$ cat src/rtl/irq_pkg.sv
// Shared types and constants for the interrupt bank sequencer.
package irq_pkg;

  typedef enum logic [2:0] {
    RUN_USER,
    SAVE,
    SWITCH,
    RUN_SYS,
    RESTORE
  } state_e;

  localparam int CR_IE        = 0;
  localparam int CR_MODE      = 1;
  localparam int CR_CAUSE_LSB = 4;
  localparam int CR_CAUSE_MSB = 6;

  localparam logic [15:0] SR1_VALID = 16'h0001;
  localparam logic [15:0] SCR_BASE  = 16'h0002;

  function automatic logic [15:0] scr_value(
    input logic [2:0] c
  );
    logic [15:0] v;
    v = SCR_BASE;
    v[CR_CAUSE_MSB:CR_CAUSE_LSB] = c;
    return v;
  endfunction

endpackage

$ cat src/rtl/irq_bank_ctrl_prio.sv
// Lowest-index-wins priority encoder over the
// level-sensitive request lines.
module irq_prio #(
  parameter int NIRQ = 4,
  parameter int CW   = 2
) (
  input  logic [NIRQ-1:0] req_i,
  output logic            valid_o,
  output logic [CW-1:0]   idx_o
);

  always_comb begin
    idx_o = '0;
    for (int i = NIRQ - 1; i >= 0; i--) begin
      if (req_i[i]) idx_o = CW'(i);
    end
  end

  assign valid_o = |req_i;

endmodule

$ cat src/rtl/irq_bank_ctrl.sv
// Interrupt entry/exit sequencer for the banked regfile.
// Define IRQ_CAUSE_CR_EN to write the cause into sCR on entry.
module irq_bank_ctrl
  import irq_pkg::*;
#(
  parameter int NIRQ = 4,
  parameter int CW   = 2
) (
  input  logic            clk,
  input  logic            reset,
  input  logic [NIRQ-1:0] irq,
  input  logic [15:0]     cr_rd,
  input  logic [15:0]     pc,
  input  logic            boundary,
  input  logic            reti,
  output logic            bank,
  output logic [15:0]     sr1_wr,
  output logic [15:0]     cr_wr,
  output logic            stall,
  output logic [NIRQ-1:0] irq_ack,
  output logic [CW-1:0]   cause
);

  state_e          state_q;
  logic            pvalid;
  logic [CW-1:0]   pidx;
  logic            take;
  logic            unused_bits;

  irq_prio #(
    .NIRQ (NIRQ),
    .CW   (CW)
  ) u_prio (
    .req_i   (irq),
    .valid_o (pvalid),
    .idx_o   (pidx)
  );

  assign take = boundary && cr_rd[CR_IE] && pvalid;
  assign unused_bits = ^{cr_rd[15:1], pc[0]};

  always_ff @(posedge clk or negedge reset) begin
    if (!reset) begin
      state_q <= RUN_USER;
      bank    <= 1'b0;
      stall   <= 1'b0;
      sr1_wr  <= '0;
      irq_ack <= '0;
      cause   <= '0;
    end else begin
      sr1_wr  <= '0;
      irq_ack <= '0;
      unique case (state_q)
        RUN_USER: begin
          if (take) begin
            state_q <= SAVE;
            cause   <= pidx;
            stall   <= 1'b1;
            sr1_wr  <= {pc[15:1], 1'b0} | SR1_VALID;
            irq_ack <= NIRQ'(1) << pidx;
          end
        end
        SAVE: begin
          state_q <= SWITCH;
          bank    <= 1'b1;
        end
        SWITCH: begin
          state_q <= RUN_SYS;
          stall   <= 1'b0;
        end
        RUN_SYS: begin
          // No nesting: only reti leaves the system bank.
          if (reti) begin
            state_q <= RESTORE;
            bank    <= 1'b0;
            stall   <= 1'b1;
          end
        end
        RESTORE: begin
          state_q <= RUN_USER;
          stall   <= 1'b0;
        end
        default: begin
          state_q <= RUN_USER;
          bank    <= 1'b0;
          stall   <= 1'b0;
        end
      endcase
    end
  end

`ifdef IRQ_CAUSE_CR_EN
  always_ff @(posedge clk or negedge reset) begin
    if (!reset) begin
      cr_wr <= '0;
    end else if (state_q == SAVE) begin
      cr_wr <= scr_value(3'(cause));
    end else begin
      cr_wr <= '0;
    end
  end
`else
  assign cr_wr = '0;
`endif

endmodule

$ cat config.mk
export PLATFORM = sky130hd
export DESIGN_NAME = irq_bank_ctrl
export DESIGN_NICKNAME = d
export VERILOG_FILES = /design/src/rtl/irq_pkg.sv /design/src/rtl/irq_bank_ctrl_prio.sv /design/src/rtl/irq_bank_ctrl.sv
export SDC_FILE = /design/constraint.sdc
export NUM_CORES = 1
export LEC_CHECK = 0
export ABC_CLOCK_PERIOD_IN_PS = 1300
export BUFFER_PORTS_ARGS = -buffer_cell sky130_fd_sc_hd__buf_2
export CORE_UTILIZATION = 36
export CTS_BUF_LIST = sky130_fd_sc_hd__clkbuf_4 sky130_fd_sc_hd__clkbuf_8 sky130_fd_sc_hd__clkbuf_16
export CTS_CLUSTER_SIZE = 40
export DETAILED_ROUTE_END_ITERATION = 6
export PLACE_DENSITY = 0.74
export SLEW_MARGIN = 25
export SYNTH_ARGS = -nofsm -noshare
export SYNTH_HDL_FRONTEND = slang
export SYNTH_SLANG_ARGS = --single-unit
$ cat constraint.sdc
create_clock -name clk -period 1.3 [get_ports clk]
set_input_delay 0.13 -clock clk [delete_from_list [all_inputs] [get_ports clk]]
set_output_delay 0.13 -clock clk [all_outputs]
set_load 0.01 [all_outputs]
==> results of run 1 <==
## area by class of cell
class | instances | area share
flip-flops and latches | 27 | 0.4663
multi-input cells | 59 | 0.2599
repair buffers | 55 | 0.2073
well taps | 44 | 0.03800
clock buffers | 4 | 0.02073
inverters | 3 | 0.007772
## critical path: stages, from the launching register on
cell     delay, ns
dfrtp_1       0.39
and3b_2       0.29
and3_4        0.30
and2_2        0.17
## flip-flops by register name, indices dropped and copies added (netlist names)
name,cells
sr1_wr,16
cause,2
bank,1
state_q,3
stall,1
irq_ack,4
## placed cells by master, fill, tap and decap left out
cell type | netlist | layout
dlygate4sd3_1 | 0 | 2
or2_2 | 1 | 1
nor2_2 | 0 | 1
inv_1 | 3 | 3
a211oi_1 | 2 | 2
and3b_2 | 1 | 2
mux2i_1 | 1 | 1
nand2_1 | 1 | 1
and4b_1 | 1 | 1
and2_4 | 9 | 9
nor3b_1 | 1 | 1
and3_4 | 1 | 1
a31oi_1 | 3 | 3
and3_1 | 1 | 1
and2_1 | 1 | 1
buf_4 | 16 | 6
o21ai_0 | 3 | 3
dfrtp_1 | 27 | 27
clkbuf_4 | 0 | 4
buf_2 | 0 | 47
conb_1 | 1 | 16
o221a_2 | 1 | 1
nand3_1 | 2 | 2
and2_2 | 6 | 6
a22oi_1 | 1 | 1
a21oi_1 | 1 | 1
nor2_1 | 4 | 3
or4_4 | 1 | 1
## layer usage
metal / share of wire / track usage / up-vias
met3: 0.069 / 0.02902 / 4
met5: 0 / 0 / -
met4: 0.017 / 0.07143 / 0
met2: 0.52 / 0.2135 / 43
met1: 0.40 / 0.1425 / 378
li1: - / - / 382
## power breakdown
part	leakage, nW	switching, mW	internal [mW]
combinational	0.461	0.318	0.304
clock	0.0184	0.225	0.141
sequential	0.363	0.0835	0.979
total	0.843	0.626	1.42
## stage by stage
| stage | std cells | instance area, µm² | total power [mW] |
|---|---|---|---|
| after floorplan | 107 | 1196 | 1.465 |
| after global placement | 186 | 1395 | 1.670 |
| after detailed placement | 186 | 1395 | 1.697 |
| after CTS | 192 | 1445 | 2.066 |
| after global routing | 192 | 1449 | 2.203 |
| final | 192 | 1449 | 2.049 |
## worst paths after layout
check                           cells after the start         end  slack (ns)  startpoint
worst max-delay path                                3  sr1_wr[13]        0.09  state_q[0]
worst min-delay path                                2  sr1_wr[12]        0.02      pc[12]
worst max register to register                      3  sr1_wr[13]        0.09  state_q[0]
worst min register to register                      1       stall        0.54  state_q[2]
max in group asynchronous                           2   sr1_wr[4]        0.60       reset
min in group asynchronous                           2  irq_ack[0]        0.32       reset
## cells by family after synthesis
logic type / count (synthesis) / share of synthesized area
AND/OR/NAND/NOR: 31 / 0.2022
buffers and inverters: 21 / 0.1286
flip-flops: 27 / 0.5934
other: 1 / 0.003294
AO/OA/AOI/OAI: 11 / 0.06373
multiplexers: 1 / 0.008792
## timing repair
action | 4_1_cts | 5_1_grt
endpoints found under the setup margin | 0 | 19
gates resized for setup | 0 | 2
setup buffers | 0 | 0
hold endpoints to repair | 28 | 0
hold buffers | 2 | 0
==> metrics.log, run 1 <==
INFO  metric timing.setup.critical_path_class = reg2reg
INFO  metric gpl.final_weighted_congestion = 0.7016
INFO  metric placement.io_buffers = 47
INFO  metric clkLatencyLatePin = 0.32 ns
INFO  metric final_min_period_over_clock_period = 0.9324
INFO  metric final_layout_size_suffix_gt1_frac = 0.5338
INFO  metric synth-seq-area-share = 0.5934
INFO  metric fin_worst_skew = 0.008962 ns
INFO  metric row_count = 20
INFO  metric tritoncts = built
INFO  metric report.final.hold_viol_count = 0
INFO  metric async_flop_share = 1.000
INFO  metric timing.critical_path.to_type = flop
INFO  metric hold_slack = 0.02007 ns
INFO  metric critPathLaunchType = flop
INFO  metric dp_hpwl = 1482 µm
INFO  metric worst_ep_required_time = 1.56 ns
INFO  metric ys_top_cells_by_count = dfrtp_1, buf_4, and2_4, and2_2, nor2_1
INFO  metric antenna_cells = 0
INFO  metric drt_antenna_net_count = 0
INFO  metric fin_util = 0.4785
INFO  metric power.ir.vdd_worst = ~0.00036 V
INFO  metric number_of_synthesized_flops_with_an_enable_pin = 0
INFO  metric cts-htree-levels = 1
INFO  metric wl_per_cell = 10.02 µm
INFO  metric yosys-top-cells-area = dfrtp_1, buf_4, and2_4
INFO  metric max_cap_violations = 0
INFO  metric yosys.area.top_type_share = 0.5934
INFO  metric viasPerCell = 4.203
INFO  metric power-per-cell-area = 1414 nW/µm²
INFO  metric yosysMostFrequentCell = dfrtp_1
INFO  metric die-area = 3392 µm²
INFO  metric run_status = finished clean
INFO  metric area_growth = 27.25%
INFO  metric global_router_s_overall_resource_usage = 0.1248
INFO  metric final_critical_path_setup_slack = between 0.08 and 0.09 ns
INFO  metric num_io_pins = 80
INFO  metric max_freq = 825.0 MHz
INFO  metric netlist_instances = 92
INFO  metric report.final.slew_viol_count = 0
INFO  metric drt_wl_total = 1924 µm
INFO  metric worstMarginPinSlew = 0.5685 ns
INFO  metric synthDominantAreaCellType = dfrtp_1
INFO  metric cts_buffer_count = 3
INFO  metric ys.flop_type = dfrtp_1
INFO  metric max-slew-margin-rel = 0.6210
INFO  metric ys.warnings.count = 0
INFO  metric critical_path.max_fanout = 16
INFO  metric drt_first_iter_violations = 17
INFO  metric grt_overflow_total = 0
INFO  metric grt_antenna_before_repair = 0
INFO  metric clock_tree.root_cell = clkbuf_4
INFO  metric rsz_0062_raised_after_global_routing = no
INFO  metric avgSynthCellArea = 12.38 µm²
INFO  metric grt_pass1_wl = 3125 µm
INFO  metric grt_start_max_net_pins = 28
INFO  metric detailroute.via_count = 807
INFO  metric netlist_area = 1139 µm²
INFO  metric ys_types = 27
INFO  metric clock_path_buffers = 2
INFO  metric timing.hold.worst.class = in2reg
INFO  metric dr.pass1.iters = 4
INFO  metric min_period = 1.212 ns
INFO  metric via_count_of_the_first_global_routing_pass = 706
INFO  metric design.core.area = between 3000 and 4000 µm²
INFO  metric nFillCells = 276
INFO  metric seq_area = 675.6 µm²
INFO  metric worstPathArrival = 1.47 ns
INFO  metric leakagePower = roughly 0.84 nW
INFO  metric clkTransAtPathRegs = 0.13 ns
INFO  metric dpl_worst_slack = -0.04060 ns
INFO  metric multi_input_area = 376.6 µm²
INFO  metric die_width = 58.24 µm
INFO  metric clkSinkCount = 27
INFO  metric drc_errors = 0
INFO  metric fin_nets = 189
INFO  metric final-setup-viol-count = 0
INFO  metric setup_tns = 0 ns
INFO  metric height_of_the_chip = 58.24 µm
INFO  metric initial_core_util = 0.3760
INFO  metric ys_seq_elements = 27
No activity file was read; power rests on OpenSTA's default activity.
==> run 2, diff against run 1 <==
- ABC_CLOCK_PERIOD_IN_PS: 1300 -> 1310
- CORE_UTILIZATION: 36 -> 40
- PLACE_DENSITY: 0.74 -> 0.78
- clock period: 1.3 -> 1.31 ns (I/O delays scaled with it)
==> run 2 against run 1 <==
Net effect: critical path depth stayed put; clock-buffer cell count stayed put; die area shrank 9.7%; largest power group unchanged; highest routed layer unchanged.
==> metrics.log, run 2 (same netlist as run 1, synthesis figures left out) <==
INFO  metric run_status = finished clean
INFO  metric timing.critical_path.to_type = flop
INFO  metric max-slew-margin-rel = 0.6021
INFO  metric instances_no_fill = 176
INFO  metric initial_core_util = 0.4396
INFO  metric max_cap_violations = 0
INFO  metric nFillCells = roughly 220
INFO  metric clkTransAtPathRegs = 0.13 ns
INFO  metric height_of_the_chip = between 50 and 60 µm
INFO  metric via_count_of_the_first_global_routing_pass = approximately 720
INFO  metric final_layout_size_suffix_gt1_frac = 0.5342
INFO  metric min_period = about 1.2 ns
INFO  metric combPwrFrac = 0.311
INFO  metric wl_per_cell = 11.13 µm
INFO  metric dp_hpwl = about 1500 µm
INFO  metric detailroute.via_count = 791
INFO  metric grt_pass1_wl = around 3100 µm
INFO  metric clock_path_buffers = 2
INFO  metric design.core.area = 2590 µm²
INFO  metric hold_slack = 0.02837 ns
INFO  metric dr.pass1.iters = 4
INFO  metric fin_nets = approximately 190
INFO  metric area_growth = 24.18%
INFO  metric setup_tns = 0 ns
INFO  metric hold_depth = 2
INFO  metric multi_input_area = between 300 and 400 µm²
INFO  metric timing.hold.worst.class = in2reg
INFO  metric final_min_period_over_clock_period = 0.9381
INFO  metric rsz_0062_raised_after_global_routing = no
INFO  metric critPathLaunchType = flop
INFO  metric drt_wl_total = between 1500 and 2000 µm
INFO  metric grt_antenna_before_repair = 0
INFO  metric cts_buffer_count = 3
INFO  metric power.clock.fraction = 0.176
INFO  metric timing.reg2reg.setup_slack = 0.08 ns
INFO  metric worst_r2r_path_depth = 3
INFO  metric drt_antenna_net_count = 0
INFO  metric global_router_s_overall_resource_usage = 0.1295
INFO  metric num_io_pins = 80
INFO  metric power.switching_fraction = 0.3097
INFO  metric leakagePower = about 0.83 nW
INFO  metric worst_ep_required_time = 1.57 ns
INFO  metric largest_register_ffs = 16
INFO  metric drc_errors = 0
INFO  metric power.share.sequential = 0.512
INFO  metric grt_start_max_net_pins = 28
INFO  metric die-area = 3064 µm²
INFO  metric viasPerCell = 4.494
INFO  metric min_from = reti
INFO  metric clkSinkCount = 27
INFO  metric min_delay_worst_endpoint = state_q[1]
INFO  metric clkLatencyLatePin = 0.31 ns
INFO  metric tritoncts = built
INFO  metric grt_overflow_total = 0
INFO  metric p_total = 2.049 mW
INFO  metric drt_first_iter_violations = 28
INFO  metric power.ir.vdd_worst = 0.0007606 V
INFO  metric worstMarginPinSlew = 0.5969 ns
INFO  metric seq_area = between 600 and 700 µm²
INFO  metric gpl.final_weighted_congestion = ~0.75
INFO  metric report.final.slew_viol_count = 0
INFO  metric power-per-cell-area = 1449 nW/µm²
INFO  metric layout_common_cells = buf_2, dfrtp_1, conb_1
INFO  metric cts-htree-levels = 1
INFO  metric report.final.hold_viol_count = 0
INFO  metric total_switching_power = 0.6346 mW
INFO  metric internal-power = 1.414 mW
INFO  metric max_freq = 813.7 MHz
INFO  metric critical_path.max_fanout = 16
INFO  metric row_count = 18
INFO  metric fin_util = 0.5459
INFO  metric worstPathArrival = 1.49 ns
INFO  metric reg2reg_from = state_q[0]
INFO  metric clock_tree.root_cell = clkbuf_4
INFO  metric layout_commonest_cell = buf_2
INFO  metric dp_cells = 171
INFO  metric antenna_cells = 0
INFO  metric largest-register = sr1_wr
INFO  metric placement.io_buffers = 47
INFO  metric crit-reg2reg-capture = sr1_wr[13]
INFO  metric fin_worst_skew = 0.006240 ns
INFO  metric die_width = 55.35 µm
INFO  metric layout_top_registers = sr1_wr x16, irq_ack x4, state_q x3
INFO  metric timing.setup.critical_path_class = reg2reg
INFO  metric final-setup-viol-count = 0
[run 2: cell type report]
| class | instances | share of cell area |
|---|---|---|
| clock buffer | 4 | 0.02124 |
| inverter | 3 | 0.007965 |
| multi-input combinational | 59 | 0.2664 |
| sequential | 27 | 0.4779 |
| tap | 30 | 0.02655 |
| timing repair buffer | 53 | 0.2000 |
[run 2: power by group through the flow]
stage	Combinational (mW)	Sequential (mW)	Clock [mW]
5_1_grt	0.702	1.07	0.412
3_5_place_dp	0.635	1.06	0
4_1_cts	0.638	1.05	0.379
6_report	0.638	1.05	0.362
2_1_floorplan	0.319	1.13	0
3_3_place_gp	0.610	1.05	0
[run 2: metal layers]
metal | vias to the layer above | global-route usage | routed length (µm)
met5 | - | 0 | 0
met2 | 44 | 0.2306 | 1020
met1 | 367 | 0.1446 | 753
met3 | 2 | 0.03513 | 169
li1 | 378 | - | -
met4 | 0 | 0.05357 | 16
[run 2: through the flow]
stage	worst slack (ns)	instance area, µm²
floorplan	0.03888	1196
global placement	-0.02026	1370
detailed placement	-0.03529	1370
CTS	0.007697	1410
global route	0.01076	1414
finish	0.08103	1414
[run 2: worst max-delay path by stage]
| stage | cells past startpoint | endpoint | startpoint |
|---|---|---|---|
| finish | 3 | sr1_wr[13] | state_q[0] |
| global route | 3 | sr1_wr[12] | state_q[0] |
| CTS | 3 | sr1_wr[13] | state_q[0] |
| detailed placement | 4 | sr1_wr[13] | irq[0] |
| global placement | 4 | sr1_wr[14] | irq[0] |
| floorplan | 5 | sr1_wr[10] | state_q[0] |
[run 2: repair_timing]
| item | 4_1_cts | 5_1_grt |
|---|---|---|
| resized for setup | 0 | 2 |
| setup endpoints to repair | 0 | 17 |
| setup buffers | 0 | 0 |
| endpoints found under the hold margin | 27 | 0 |
| hold buffers | 1 | 0 |
[run 2: critical path, stage by stage, from the launching register on]
cell,delay (ns)
dfrtp_1,0.41
and3b_2,0.31
and3_4,0.30
and2_2,0.16
